## src/rtl/calendar_core_if.sv

```systemverilog
// Set-mode controls, the seconds strobe and the calendar outputs of calendar_core.
// The master side drives the controls; the slave side is the calendar itself.
interface calendar_core_if;
  logic       tick_1hz;
  logic       run;
  logic       up_s, down_s, up_m, down_m, up_h, down_h;
  logic       up_d, down_d, up_mo, down_mo, up_y, down_y;
  logic [5:0] sec;
  logic [5:0] min;
  logic [4:0] hour;
  logic [4:0] day;
  logic [3:0] month;
  logic [6:0] year;
  logic       century_wrap;

  modport master (
    output tick_1hz, run,
    output up_s, down_s, up_m, down_m, up_h, down_h,
    output up_d, down_d, up_mo, down_mo, up_y, down_y,
    input  sec, min, hour, day, month, year, century_wrap
  );

  modport slave (
    input  tick_1hz, run,
    input  up_s, down_s, up_m, down_m, up_h, down_h,
    input  up_d, down_d, up_mo, down_mo, up_y, down_y,
    output sec, min, hour, day, month, year, century_wrap
  );
endinterface

```

## src/rtl/calendar_core.sv

```systemverilog
// Time-of-day and calendar counter for years 2000-2099.
// It advances on a 1 Hz strobe and, in set mode, steps single fields on rising edges of the adjust inputs.
module calendar_core #(
  parameter int RST_YEAR  = 0,
  parameter int RST_MONTH = 1,
  parameter int RST_DAY   = 1
) (
  input logic            clk_in,
  input logic            rst_n,
  calendar_core_if.slave bus
);

  logic [5:0]  sec_reg, sec_next, min_reg, min_next;
  logic [4:0]  hour_reg, hour_next, day_reg, day_next;
  logic [3:0]  month_reg, month_next;
  logic [6:0]  year_reg, year_next;
  logic        wrap_reg, wrap_next;
  logic [11:0] adj_cur, adj_prev_reg, adj_ev;
  logic [5:0]  inc, dec;
  logic [4:0]  dim_cur, dim_new;

  // Field f (0=sec .. 5=year) has its up request at bit 2f+1 and its down request at bit 2f.
  assign adj_cur = {bus.up_y, bus.down_y, bus.up_mo, bus.down_mo, bus.up_d, bus.down_d,
                    bus.up_h, bus.down_h, bus.up_m, bus.down_m, bus.up_s, bus.down_s};

  genvar gi;
  generate
    for (gi = 0; gi < 12; gi++) begin : g_edge
      assign adj_ev[gi] = adj_cur[gi] & ~adj_prev_reg[gi];
    end
    for (gi = 0; gi < 6; gi++) begin : g_dir
      assign inc[gi] = adj_ev[2*gi+1] & ~adj_ev[2*gi];
      assign dec[gi] = adj_ev[2*gi]   & ~adj_ev[2*gi+1];
    end
  endgenerate

  function automatic logic [4:0] days_in_month(input logic [3:0] m, input logic [1:0] y_low);
    case (m)
      4'd2:                      days_in_month = (y_low == 2'd0) ? 5'd29 : 5'd28;
      4'd4, 4'd6, 4'd9, 4'd11:   days_in_month = 5'd30;
      default:                   days_in_month = 5'd31;
    endcase
  endfunction

  function automatic logic [6:0] wrap_step(input logic [6:0] v, input logic [6:0] lo,
                                           input logic [6:0] hi, input logic up, input logic dn);
    if (up)      wrap_step = (v == hi) ? lo : v + 7'd1;
    else if (dn) wrap_step = (v == lo) ? hi : v - 7'd1;
    else         wrap_step = v;
  endfunction

  assign dim_cur = days_in_month(month_reg, year_reg[1:0]);
  assign dim_new = days_in_month(month_next, year_next[1:0]);

  always_comb begin
    sec_next   = sec_reg;
    min_next   = min_reg;
    hour_next  = hour_reg;
    day_next   = day_reg;
    month_next = month_reg;
    year_next  = year_reg;
    wrap_next  = 1'b0;
    if (bus.run) begin
      if (bus.tick_1hz) begin
        if (sec_reg == 6'd59) begin
          sec_next = 6'd0;
          if (min_reg == 6'd59) begin
            min_next = 6'd0;
            if (hour_reg == 5'd23) begin
              hour_next = 5'd0;
              if (day_reg >= dim_cur) begin
                day_next = 5'd1;
                if (month_reg == 4'd12) begin
                  month_next = 4'd1;
                  if (year_reg == 7'd99) begin
                    year_next = 7'd0;
                    wrap_next = 1'b1;
                  end else begin
                    year_next = year_reg + 7'd1;
                  end
                end else begin
                  month_next = month_reg + 4'd1;
                end
              end else begin
                day_next = day_reg + 5'd1;
              end
            end else begin
              hour_next = hour_reg + 5'd1;
            end
          end else begin
            min_next = min_reg + 6'd1;
          end
        end else begin
          sec_next = sec_reg + 6'd1;
        end
      end
    end else begin
      sec_next   = 6'(wrap_step({1'b0, sec_reg}, 7'd0, 7'd59, inc[0], dec[0]));
      min_next   = 6'(wrap_step({1'b0, min_reg}, 7'd0, 7'd59, inc[1], dec[1]));
      hour_next  = 5'(wrap_step({2'b0, hour_reg}, 7'd0, 7'd23, inc[2], dec[2]));
      day_next   = 5'(wrap_step({2'b0, day_reg}, 7'd1, {2'b0, dim_cur}, inc[3], dec[3]));
      month_next = 4'(wrap_step({3'b0, month_reg}, 7'd1, 7'd12, inc[4], dec[4]));
      year_next  = wrap_step(year_reg, 7'd0, 7'd99, inc[5], dec[5]);
    end
    // A month or year change can leave the day past the end of the new month.
    if (day_next > dim_new)
      day_next = dim_new;
  end

  always_ff @(posedge clk_in or negedge rst_n) begin
    if (!rst_n) begin
      sec_reg      <= 6'd0;
      min_reg      <= 6'd0;
      hour_reg     <= 5'd0;
      day_reg      <= 5'(RST_DAY);
      month_reg    <= 4'(RST_MONTH);
      year_reg     <= 7'(RST_YEAR);
      wrap_reg     <= 1'b0;
      adj_prev_reg <= 12'd0;
    end else begin
      sec_reg      <= sec_next;
      min_reg      <= min_next;
      hour_reg     <= hour_next;
      day_reg      <= day_next;
      month_reg    <= month_next;
      year_reg     <= year_next;
      wrap_reg     <= wrap_next;
      adj_prev_reg <= adj_cur;
    end
  end

  assign bus.sec          = sec_reg;
  assign bus.min          = min_reg;
  assign bus.hour         = hour_reg;
  assign bus.day          = day_reg;
  assign bus.month        = month_reg;
  assign bus.year         = year_reg;
  assign bus.century_wrap = wrap_reg;

endmodule

```

## src/flat_wrapper.sv

```systemverilog
// flat-port wrapper written by rule: the top's interface ports become plain ports
module calendar_core_flat 
#(
  parameter int RST_YEAR  = 0,
  parameter int RST_MONTH = 1,
  parameter int RST_DAY   = 1
)
  (clk_in, rst_n, bus_tick_1hz, bus_run, bus_up_s, bus_down_s, bus_up_m, bus_down_m, bus_up_h, bus_down_h, bus_up_d, bus_down_d, bus_up_mo, bus_down_mo, bus_up_y, bus_down_y, bus_sec, bus_min, bus_hour, bus_day, bus_month, bus_year, bus_century_wrap);
  calendar_core_if bus_i ();
  input logic clk_in;
  input logic rst_n;
  input wire logic [$bits(bus_i.tick_1hz)-1:0] bus_tick_1hz;
  input wire logic [$bits(bus_i.run)-1:0] bus_run;
  input wire logic [$bits(bus_i.up_s)-1:0] bus_up_s;
  input wire logic [$bits(bus_i.down_s)-1:0] bus_down_s;
  input wire logic [$bits(bus_i.up_m)-1:0] bus_up_m;
  input wire logic [$bits(bus_i.down_m)-1:0] bus_down_m;
  input wire logic [$bits(bus_i.up_h)-1:0] bus_up_h;
  input wire logic [$bits(bus_i.down_h)-1:0] bus_down_h;
  input wire logic [$bits(bus_i.up_d)-1:0] bus_up_d;
  input wire logic [$bits(bus_i.down_d)-1:0] bus_down_d;
  input wire logic [$bits(bus_i.up_mo)-1:0] bus_up_mo;
  input wire logic [$bits(bus_i.down_mo)-1:0] bus_down_mo;
  input wire logic [$bits(bus_i.up_y)-1:0] bus_up_y;
  input wire logic [$bits(bus_i.down_y)-1:0] bus_down_y;
  output wire logic [$bits(bus_i.sec)-1:0] bus_sec;
  output wire logic [$bits(bus_i.min)-1:0] bus_min;
  output wire logic [$bits(bus_i.hour)-1:0] bus_hour;
  output wire logic [$bits(bus_i.day)-1:0] bus_day;
  output wire logic [$bits(bus_i.month)-1:0] bus_month;
  output wire logic [$bits(bus_i.year)-1:0] bus_year;
  output wire logic [$bits(bus_i.century_wrap)-1:0] bus_century_wrap;
  assign bus_i.tick_1hz = bus_tick_1hz;
  assign bus_i.run = bus_run;
  assign bus_i.up_s = bus_up_s;
  assign bus_i.down_s = bus_down_s;
  assign bus_i.up_m = bus_up_m;
  assign bus_i.down_m = bus_down_m;
  assign bus_i.up_h = bus_up_h;
  assign bus_i.down_h = bus_down_h;
  assign bus_i.up_d = bus_up_d;
  assign bus_i.down_d = bus_down_d;
  assign bus_i.up_mo = bus_up_mo;
  assign bus_i.down_mo = bus_down_mo;
  assign bus_i.up_y = bus_up_y;
  assign bus_i.down_y = bus_down_y;
  assign bus_sec = bus_i.sec;
  assign bus_min = bus_i.min;
  assign bus_hour = bus_i.hour;
  assign bus_day = bus_i.day;
  assign bus_month = bus_i.month;
  assign bus_year = bus_i.year;
  assign bus_century_wrap = bus_i.century_wrap;
  calendar_core #(.RST_YEAR(RST_YEAR), .RST_MONTH(RST_MONTH), .RST_DAY(RST_DAY)) u_core (.clk_in(clk_in), .rst_n(rst_n), .bus(bus_i));
endmodule
```

## config.mk

```make
export PLATFORM = sky130hd
export DESIGN_NAME = calendar_core_flat
export DESIGN_NICKNAME = d
export VERILOG_FILES = /design/src/rtl/calendar_core_if.sv /design/src/rtl/calendar_core.sv /design/src/flat_wrapper.sv
export SDC_FILE = /design/constraint.sdc
export NUM_CORES = 1
export LEC_CHECK = 0
export CAP_MARGIN = 20
export CORE_MARGIN = 3
export CORE_UTILIZATION = 35
export DETAILED_ROUTE_END_ITERATION = 10
export PLACE_DENSITY = 0.56
export REMOVE_ABC_BUFFERS = 1
export SLEW_MARGIN = 25
export SYNTH_ARGS = -nofsm -noshare
export SYNTH_HDL_FRONTEND = slang
export SYNTH_SLANG_ARGS = --single-unit
```

## constraint.sdc

```tcl
create_clock -name clk_in -period 8.5 [get_ports clk_in]
set_clock_uncertainty 0.2 [all_clocks]
set_input_delay 1.7 -clock clk_in [delete_from_list [all_inputs] [get_ports clk_in]]
set_output_delay 1.7 -clock clk_in [all_outputs]
set_load 0.01 [all_outputs]
```

# [Word level (Yosys, flattened, before mapping)]
# Cells that the tools add are included.
[classes] bitwise=48 n_eq_ne=24 n_lt_le_gt_ge=2 addsub=17 n_reduce_logical=16 muxes=69
[op_table] cell="$mux 5" count=20
[op_table] cell="$mux 6" count=15
[op_table] cell="$mux 7" count=11
[op_table] cell="$mux 4" count=11
[op_table] cell="$add 6x1->6 const B" count=4
[op_table] cell="$and 1x1->1" count=24
[op_table] cell="$not 1->1" count=24
[op_table] cell="$add 5x1->5 const B" count=4
[op_table] cell="$eq 4x4->1 const B" count=5
[op_table] cell="$pmux 5 s2" count=2
[op_table] cell="$eq 4x3->1 const B" count=4
[op_table] cell="$eq 6x6->1 const B" count=2
[op_table] cell="$logic_not 6->1" count=2
[op_table] cell="$reduce_bool 3->1" count=4
[op_table] cell="$sub 6x1->6 const B" count=2
[op_table] cell="$mux 1" count=10
[op_table] cell="$ne 2x1->1 const B" count=5
[op_table] cell="$sub 5x1->5 const B" count=2
[op_table] cell="$add 4x1->4 const B" count=2
[op_table] cell="$eq 4x2->1 const B" count=2
[op_table] cell="$reduce_or 4->1" count=2
[op_table] cell="$add 7x1->7 const B" count=1
[op_table] cell="$eq 7x7->1 const B" count=1
[op_table] cell="$logic_not 7->1" count=1
[op_table] cell="other kinds (15)" count=16
[totals] elab_cells=185 register_bits=46 output_inout_bits=34

# [Logic depth before layout (Yosys ltp)]
# Gate-level depths: netlist of run 1.
[logic_depth] word_depth=15 ltp_mapped=19 ltp_nobuf=19

# [Worst setup path after synthesis of run 1]
# No wires, ideal clock.
[synth_path] kind="input to register" from="input bus_down_y" to="register u_core.day_reg[1], in the netlist u_core.bus.day[1]" n_path_buf=0 setup_slack_ns=3.945 t_arrival_ns=4.230 setup_time_ns=0.125 t_required_ns=8.175 stages=11 path_cell_list="nor2b_1 > and2_4 > a211oi_2 > a2111oi_2 > a31oi_4 > o31a_1 > a211oi_2 > ha_1 > a21oi_1 > and4_4 > mux2_2"
[synth_via] elab_chain_cells=10 word_cells_on_any_way=12 classes_between="order compare: 1; mux: 6; bitwise: 4; reduce/logical: 1"
[synth_rtl] element="from (decl)" line_no="flat_wrapper.sv:25" source="input wire logic [$bits(bus_i.down_y)-1:0] bus_down_y;"
[synth_rtl] element="$and 1x1->1 (*)" line_no="calendar_core.sv:29" source="assign adj_ev[gi] = adj_cur[gi] & ~adj_prev_reg[gi];"
[synth_rtl] element="$and 1x1->1 / $not 1->1 (equally long branches)" line_no="calendar_core.sv:33, calendar_core.sv:32"
[synth_rtl] element="$mux 7 / $and 1x1->1 (equally long branches)" line_no="calendar_core.sv:48, calendar_core.sv:32"
[synth_rtl] element="$mux 7 (*)" line_no="calendar_core.sv:47" source="if (up) wrap_step = (v == hi) ? lo : v + 7'd1;"
[synth_rtl] element="$mux 7 (*)" line_no="calendar_core.sv:63" source="if (bus.run) begin"
[synth_rtl] element="via u_core.year_next[0]" line_no="calendar_core.sv:16" source="logic [6:0] year_reg, year_next;"
[synth_rtl] element="$logic_not 2->1 (*)" line_no="calendar_core.sv:39" source="4'd2: days_in_month = (y_low == 2'd0) ? 5'd29 : 5'd28;"
[synth_rtl] element="$mux 1 (*)" line_no="calendar_core.sv:39"
[synth_rtl] element="$pmux 5 s2 (*)" line_no="calendar_core.sv:38" source="case (m)"
[synth_rtl] element="$gt 5x5->1 (*)" line_no="calendar_core.sv:106" source="if (day_next > dim_new)"
[synth_rtl] element="$mux 5 (*)" line_no="calendar_core.sv:106"
[synth_rtl] element="via u_core.day_next[1]" line_no="calendar_core.sv:14" source="logic [4:0] hour_reg, hour_next, day_reg, day_next;"
[synth_rtl] element="to (signal assigned)" line_no="calendar_core.sv:115" source="day_reg <= 5'(RST_DAY);"
[synth_rtl] element="to (signal assigned)" line_no="calendar_core.sv:124" source="day_reg <= day_next;"
[synth_rtl] element="to (decl)" line_no="calendar_core.sv:14"
# Mark *: on every way through the listed nets, which the timed path passes. The rest lies on a longest branch. The select of a mux whose other input is x is not followed.
# A chain may end at the register's enable or synchronous reset.

# [Worst setup path after layout of run 1]
[layout_path] from="input bus_tick_1hz" to="register u_core.day_reg[1], in the netlist u_core.bus.day[1]"
[layout_via] elab_chain_cells=7 word_cells_on_any_way=17 classes_between="order compare: 1; eq/ne: 5; mux: 9; reduce/logical: 2"
[layout_rtl] element="from (decl)" line_no="flat_wrapper.sv:12" source="input wire logic [$bits(bus_i.tick_1hz)-1:0] bus_tick_1hz;"
[layout_rtl] element="$mux 4 (*)" line_no="calendar_core.sv:64" source="if (bus.tick_1hz) begin"
[layout_rtl] element="$mux 4 (*)" line_no="calendar_core.sv:63"
[layout_rtl] element="via u_core.month_next[3]" line_no="calendar_core.sv:15" source="logic [3:0] month_reg, month_next;"
[layout_rtl] element="$eq 4x3->1 / $eq 4x4->1 (equally long branches)" line_no="calendar_core.sv:38"
[layout_rtl] element="$reduce_or 4->1" line_no="calendar_core.sv:38"
[layout_rtl] element="$pmux 5 s2 (*)" line_no="calendar_core.sv:38"
[layout_rtl] element="$gt 5x5->1" line_no="calendar_core.sv:106"
[layout_rtl] element="$mux 5 (*)" line_no="calendar_core.sv:106"
[layout_rtl] element="via u_core.day_next[1]" line_no="calendar_core.sv:14"
# Marked as above.

==> results.py, run 1 <==
metrics = {
    "run_status": {
        "status": "finished clean",
    },
    "place": {
        "place_ws_ps": 3230,
        "place_area_sq_um": 4290,
        "gp_congestion": 0.843,
        "port_buffers": 49,
        "hpwl_um": 6700,
    },
    "finish": {
        "design_area_sq_um": 4400,
        "drive_gt1_share_pct": 9.15,
        "syn2layout_area_growth_pct": 17.4,
        "diodes": 0,
        "largest_reg_flops": 12,
        "final_nets": 529,
    },
    "grt": {
        "grt_antenna_before_repair": 0,
        "grt_pass1_vias": 3218,
        "grt_usage_pct": 15.9,
        "grt_pass1_wl_um": 15700,
        "gr-total-overflow": 0,
        "grt_max_degree": 47,
    },
    "floorplanning": {
        "fp.dieW_um": 109,
        "start_util_pct": 36.1,
        "fp.coreArea_sq_um": 10400,
        "dieArea_sq_um": 12000,
        "die_y_um": 109,
        "fp-row-count": 37,
        "io_pins": 50,
    },
    "setup_path": {
        "worstSetupStartpointType": "input pin",
        "crit_path_max_fanout": 6,
        "cp.required_ps": 8480,
        "critPathMaxStageDelay_ps": 490,
        "crit_family": "simple AND/OR/NAND/NOR gates",
        "critical_path_buf_inv_count": 1,
        "worstPathCellList": "clkdlybuf4s50_1 > nor3b_2 > nand4_2 > mux2i_1 > a22oi_1 > nor3_1 > a211oi_2 > ha_1 > a21oi_1 > and4_4 > mux2_2",
        "arrival_ps": 5000,
        "cp-end-kind": "flip-flop",
        "crit_type": "in -> reg",
        "crit_slowest_cell": "clkdlybuf4s50_1",
    },
    "drt": {
        "first_pass_iters": 4,
        "wl_per_cell_um": 14.5,
        "routed-via-count": 3462,
        "drt_wl_total_um": 9130,
        "drc_errors": 0,
        "viasPerCell": 5.51,
        "ant_nets": 0,
        "drtIter0Drc": 141,
    },
    "timing": {
        "slew_headroom_pct": 41.3,
        "rsz0062_at_grt": "false",
        "hold_ws_ps": 351,
        "finalSetupTns_ps": 0,
        "fmax_ghz": 0.199,
        "min_period_ps": 5020,
        "setup_slack_ps": 3480,
        "tightest_slew_ps": 880,
        "setup_viol": 0,
        "post-route-period-util_pct": 59.0,
        "hold_viol_final": 0,
        "report.final.slew_viol_count": 0,
    },
    "clock_network": {
        "cts_max_path_buffers": 2,
        "clkLatencyLatePin_ps": 290,
        "cts.sinks": 46,
        "cts_made_buffers": 5,
        "hold_buffers": 0,
        "cts_resized": 0,
        "post_cts_buffers": 0,
        "cts_tree": "yes",
        "htree_levels": 2,
        "path_clk_slew_ps": 80,
        "cts_root_buffer": "clkbuf_8",
    },
    "worst_hold_path": {
        "hp-class": "reg -> reg",
    },
    "power_and_ir_drop": {
        "cellPowerDensity_nw_per_um2": 294,
        "p_leak_nw": 1.75,
        "peakVddDrop_v": 0.000128,
    },
    "synthesis": {
        "syn_avg_cell_area_sq_um": 8.29,
        "yosysUniqueCellTypes": 75,
        "seq_area_frac_synth_pct": 30.8,
        "synth_edf_count": 0,
        "synthFlopType": "dfrtp_1",
        "ys_ff_latch": 46,
        "synth_area_sq_um": 3750,
        "syn_inst": 452,
        "synthArstFlopShare_pct": 100,
        "synth_warnings": 0,
    },
    "run": {
        "drv_cap": 0,
    },
}
==> per-layer routing <==
metal	global-route usage [%]	wire, um
met5	0	0
met4	3.21	76
met3	2.64	407
met2	24.7	4110
met1	23.3	4530
==> area by class of cell <==
type	instances	area [sq um]
sequential	46	1150
clock inverter	1	30.0
inverter	25	93.8
fill	1081	5970
timing repair buffer	51	500
clock buffer	7	76.3
tap	136	170
multi-input combinational	362	2370
==> cell usage in the layout, fill, tap and decap left out, drive strengths merged, types with 4 or more instances in the layout <==
master / n
clkdlybuf4s50: 48
dfrtp: 44
nand2: 40
o21ai: 40
a21oi: 39
nor2: 38
inv: 23
nor3: 23
ha: 22
nand3: 19
nor2b: 12
a31oi: 11
nand2b: 9
o31ai: 7
xnor2: 7
clkbuf: 7
mux2i: 6
a22oi: 6
or2: 6
o22ai: 5
xor2: 5
nand4: 5
and3: 5
a211oi: 5
and4: 4
mux2: 4
and2: 4
==> path summary, 6_finish.rpt <==
kind,startpoint,to,slack (ps),depth (start not counted)
max in group asynchronous,rst_n,u_core.bus.sec[5],6400,2
worst min-delay path,u_core.bus.hour[4],u_core.bus.hour[4],350,1
worst min register to register,u_core.bus.hour[4],u_core.bus.hour[4],350,1
worst max register to register,u_core.bus.month[0],u_core.bus.day[1],3660,17
worst max-delay path,bus_tick_1hz,u_core.bus.day[1],3480,11
min in group asynchronous,rst_n,u_core.adj_prev_reg[8],1290,2
==> cell usage after synthesis, drive strengths merged, types with 7 or more instances <==
cell	n	share of area [%]
a21oi	39	5.2
inv	23	2.3
clkbuf	12	2.0
nor2b	12	2.0
dfrtp	44	29
o31ai	7	1.4
nor3	23	3.5
xnor2	7	1.6
a31oi	11	2.2
ha	22	7.3
o21ai	40	5.6
nand3	19	2.5
nor2	38	4.2
nand2	40	4.0
nand2b	9	1.6
buf	7	1.3
==> kinds of logic (layout without fill, tap and decap cells) <==
group | Yosys count | after routing | share of synthesized area, %
AOI/OAI and AO/OA | 141 | 141 | 24.6
xor gates and xnor gates | 12 | 12 | 2.80
buffers and inverters | 44 | 84 | 5.84
and+or+nand+nor | 177 | 177 | 25.7
adders and majority gates | 22 | 22 | 7.35
DFF | 46 | 46 | 30.8
muxes | 10 | 10 | 2.90
==> where the power goes <==
group	internal (mW)	switching, mW
Sequential	0.291	0.153
Combinational	0.339	0.350
Clock	0.0881	0.0717
Total	0.718	0.575
==> stage by stage <==
| stage | instances | util, % | power (mW) |
|---|---|---|---|
| after floorplan | 433 | - | 0.860 |
| after global placement | 620 | 41.4 | 1.13 |
| after detailed placement | 620 | 41.4 | 1.13 |
| after CTS | 628 | 42.4 | 1.30 |
| after global routing | 628 | 42.4 | 1.42 |
| final | 628 | 42.4 | 1.29 |
No activity file was read; power rests on OpenSTA's default activity.
==> inputs of run 2 (changes only) <==
Clock period 8.5 ns to 5.2 ns, I/O delays scaled along.
==> run 2 against run 1 <==
  * Setup slack got worse by 3100 ps
  * Register-to-register slack got worse by 3200 ps
  * Cell count increased by 0.64%
  * Sequential power increased by 62%
  * Clock-buffer cell count unchanged
  * Utilization increased by 0.29 points
  * Combinational power increased by 65%
  * Highest routed layer unchanged
==> results.py, run 2 (synthesis gave the netlist of run 1 again) <==
metrics = {
    "drt": {
        "drc_errors": 0,
        "drt_wl_total_um": 9290,
        "wl_per_cell_um": 14.7,
        "first_pass_iters": 4,
        "routed-via-count": 3497,
        "ant_nets": 0,
        "drtIter0Drc": 207,
        "viasPerCell": 5.53,
    },
    "power_and_ir_drop": {
        "intPower_mw": 1.18,
        "p_leak_nw": 1.77,
        "combPwrFrac_pct": 53.6,
        "p_switching_mw": 0.947,
        "clkPwrFrac_pct": 12.4,
        "power.share.sequential_pct": 33.9,
        "peakVddDrop_v": 0.000199,
        "p_sw_share_pct": 44.6,
        "cellPowerDensity_nw_per_um2": 480,
    },
    "setup_path": {
        "reg2reg_depth": 17,
        "critPathMaxStageDelay_ps": 620,
        "crit_path_max_fanout": 9,
        "arrival_ps": 4760,
        "critical_path_buf_inv_count": 1,
        "crit_family": "simple AND/OR/NAND/NOR gates",
        "crit_type": "reg -> reg",
        "cp-end-kind": "flip-flop",
        "crit_path_start": "u_core.bus.month[0]",
        "cp.required_ps": 5180,
        "worstPathCellList": "inv_1 > ha_1 > o21ai_0 > o21ai_0 > o21ai_0 > ha_1 > nor3b_1 > nor3b_1 > nand4_2 > mux2_2 > a21o_1 > and3_1 > a211oi_2 > ha_1 > a21oi_1 > and4_4 > mux2_2",
        "worstSetupStartpointType": "flip-flop",
        "reg2reg_from": "u_core.bus.month[0]",
        "regToRegEndpoint": "u_core.bus.day[1]",
        "timing.reg2reg.setup_slack_ps": 420,
        "crit_slowest_cell": "dfstp_2",
    },
    "run": {
        "drv_cap": 0,
    },
    "worst_hold_path": {
        "holdPathStages": 1,
        "hp-start": "u_core.bus.hour[4]",
        "hold_end": "u_core.bus.hour[4]",
        "hp-class": "reg -> reg",
    },
    "clock_network": {
        "cts.sinks": 46,
        "cts_made_buffers": 5,
        "path_clk_slew_ps": 90,
        "cts_root_buffer": "clkbuf_8",
        "cts_resized": 0,
        "cts_max_path_buffers": 2,
        "cts_tree": "yes",
        "clkLatencyLatePin_ps": 300,
        "htree_levels": 2,
        "hold_buffers": 0,
        "post_cts_buffers": 0,
    },
    "timing": {
        "fmax_ghz": 0.209,
        "slew_headroom_pct": 41.7,
        "setup_viol": 0,
        "rsz0062_at_grt": "false",
        "report.final.slew_viol_count": 0,
        "tightest_slew_ps": 874,
        "min_period_ps": 4780,
        "finalSetupTns_ps": 0,
        "hold_viol_final": 0,
        "post-route-period-util_pct": 92.0,
    },
    "floorplanning": {
        "fp-row-count": 37,
        "die_y_um": 109,
        "io_pins": 50,
        "start_util_pct": 36.1,
        "fp.coreArea_sq_um": 10400,
        "fp.dieW_um": 109,
        "dieArea_sq_um": 12000,
    },
    "finish": {
        "drive_gt1_share_pct": 9.88,
        "syn2layout_area_growth_pct": 18.2,
        "diodes": 0,
        "final_nets": 533,
        "mostFrequentLayoutCell": "clkdlybuf4s50_1",
        "final_util_pct": 42.7,
        "largest_reg_flops": 12,
        "layout_common_cells": "clkdlybuf4s50_1 (48), dfrtp_1 (44), nand2_1 (40)",
    },
    "grt": {
        "grt_pass1_vias": 3206,
        "grt_usage_pct": 16.1,
        "grt_antenna_before_repair": 0,
        "grt_pass1_wl_um": 15800,
        "grt_max_degree": 47,
        "gr-total-overflow": 0,
    },
    "run_status": {
        "status": "finished clean",
    },
    "place": {
        "hpwl_um": 6900,
        "port_buffers": 49,
        "gp_congestion": 0.851,
    },
}
-- run 2: cell count changes in the layout (fill, tap and decap cells not counted), sizes merged --
cell and delta:
buf +4
-- run 2: per-stage QoR --
step	area [sq um]	power, mW	setup WS [ps]	hold WS, ps	instances
final	4430	2.13	416	351	632
after global routing	4430	2.32	89.4	369	632
after floorplan	3620	1.41	858	349	433
after detailed placement	4320	1.86	423	338	624
after CTS	4430	2.14	408	354	632
after global placement	4320	1.84	653	329	624
-- run 2: cell type report --
cell class | count | area [sq um]
clock buffers | 7 | 76.3
clock inverters | 1 | 30.0
fillers | 1046 | 5940
inverters | 25 | 93.8
multi-input cells | 362 | 2370
flip-flops and latches | 46 | 1150
well taps | 136 | 170
repair buffers | 55 | 531
-- run 2: worst register-to-register path: stages (launching register included) --
cell	delay [ps]
dfstp_2	620
inv_1	130
ha_1	250
o21ai_0	130
o21ai_0	90
o21ai_0	260
ha_1	300
nor3b_1	390
nor3b_1	120
nand4_2	180
mux2_2	350
a21o_1	210
and3_1	180
a211oi_2	210
ha_1	280
a21oi_1	170
and4_4	260
mux2_2	340
-- run 2: layer usage --
layer | track usage [%] | up-vias | share of wire [%]
met5 | 0 | - | 0
met2 | 25.1 | 81 | 45
li1 | - | 1734 | -
met4 | 4.01 | 0 | 1.0
met1 | 23.4 | 1674 | 49
met3 | 2.41 | 8 | 4.5
-- run 2: how the worst max path moves through the flow --
stage / end / slack, ps / depth (start not counted)
4_1_cts: u_core.bus.day[1] / 410 / 17
3_3_place_gp: u_core.bus.day[1] / 650 / 17
6_report: u_core.bus.day[1] / 420 / 17
2_1_floorplan: u_core.bus.day[1] / 860 / 17
3_5_place_dp: u_core.bus.day[1] / 420 / 17
5_1_grt: u_core.bus.day[1] / 90 / 17
-- run 2: power groups by stage --
| stage | sequential (mW) | combinational [mW] | clock (mW) |
|---|---|---|---|
| floorplan | 0.717 | 0.688 | 0 |
| global route | 0.750 | 1.28 | 0.290 |
| finish | 0.721 | 1.14 | 0.264 |
| global placement | 0.723 | 1.12 | 0 |
| CTS | 0.718 | 1.14 | 0.279 |
| detailed placement | 0.722 | 1.13 | 0 |
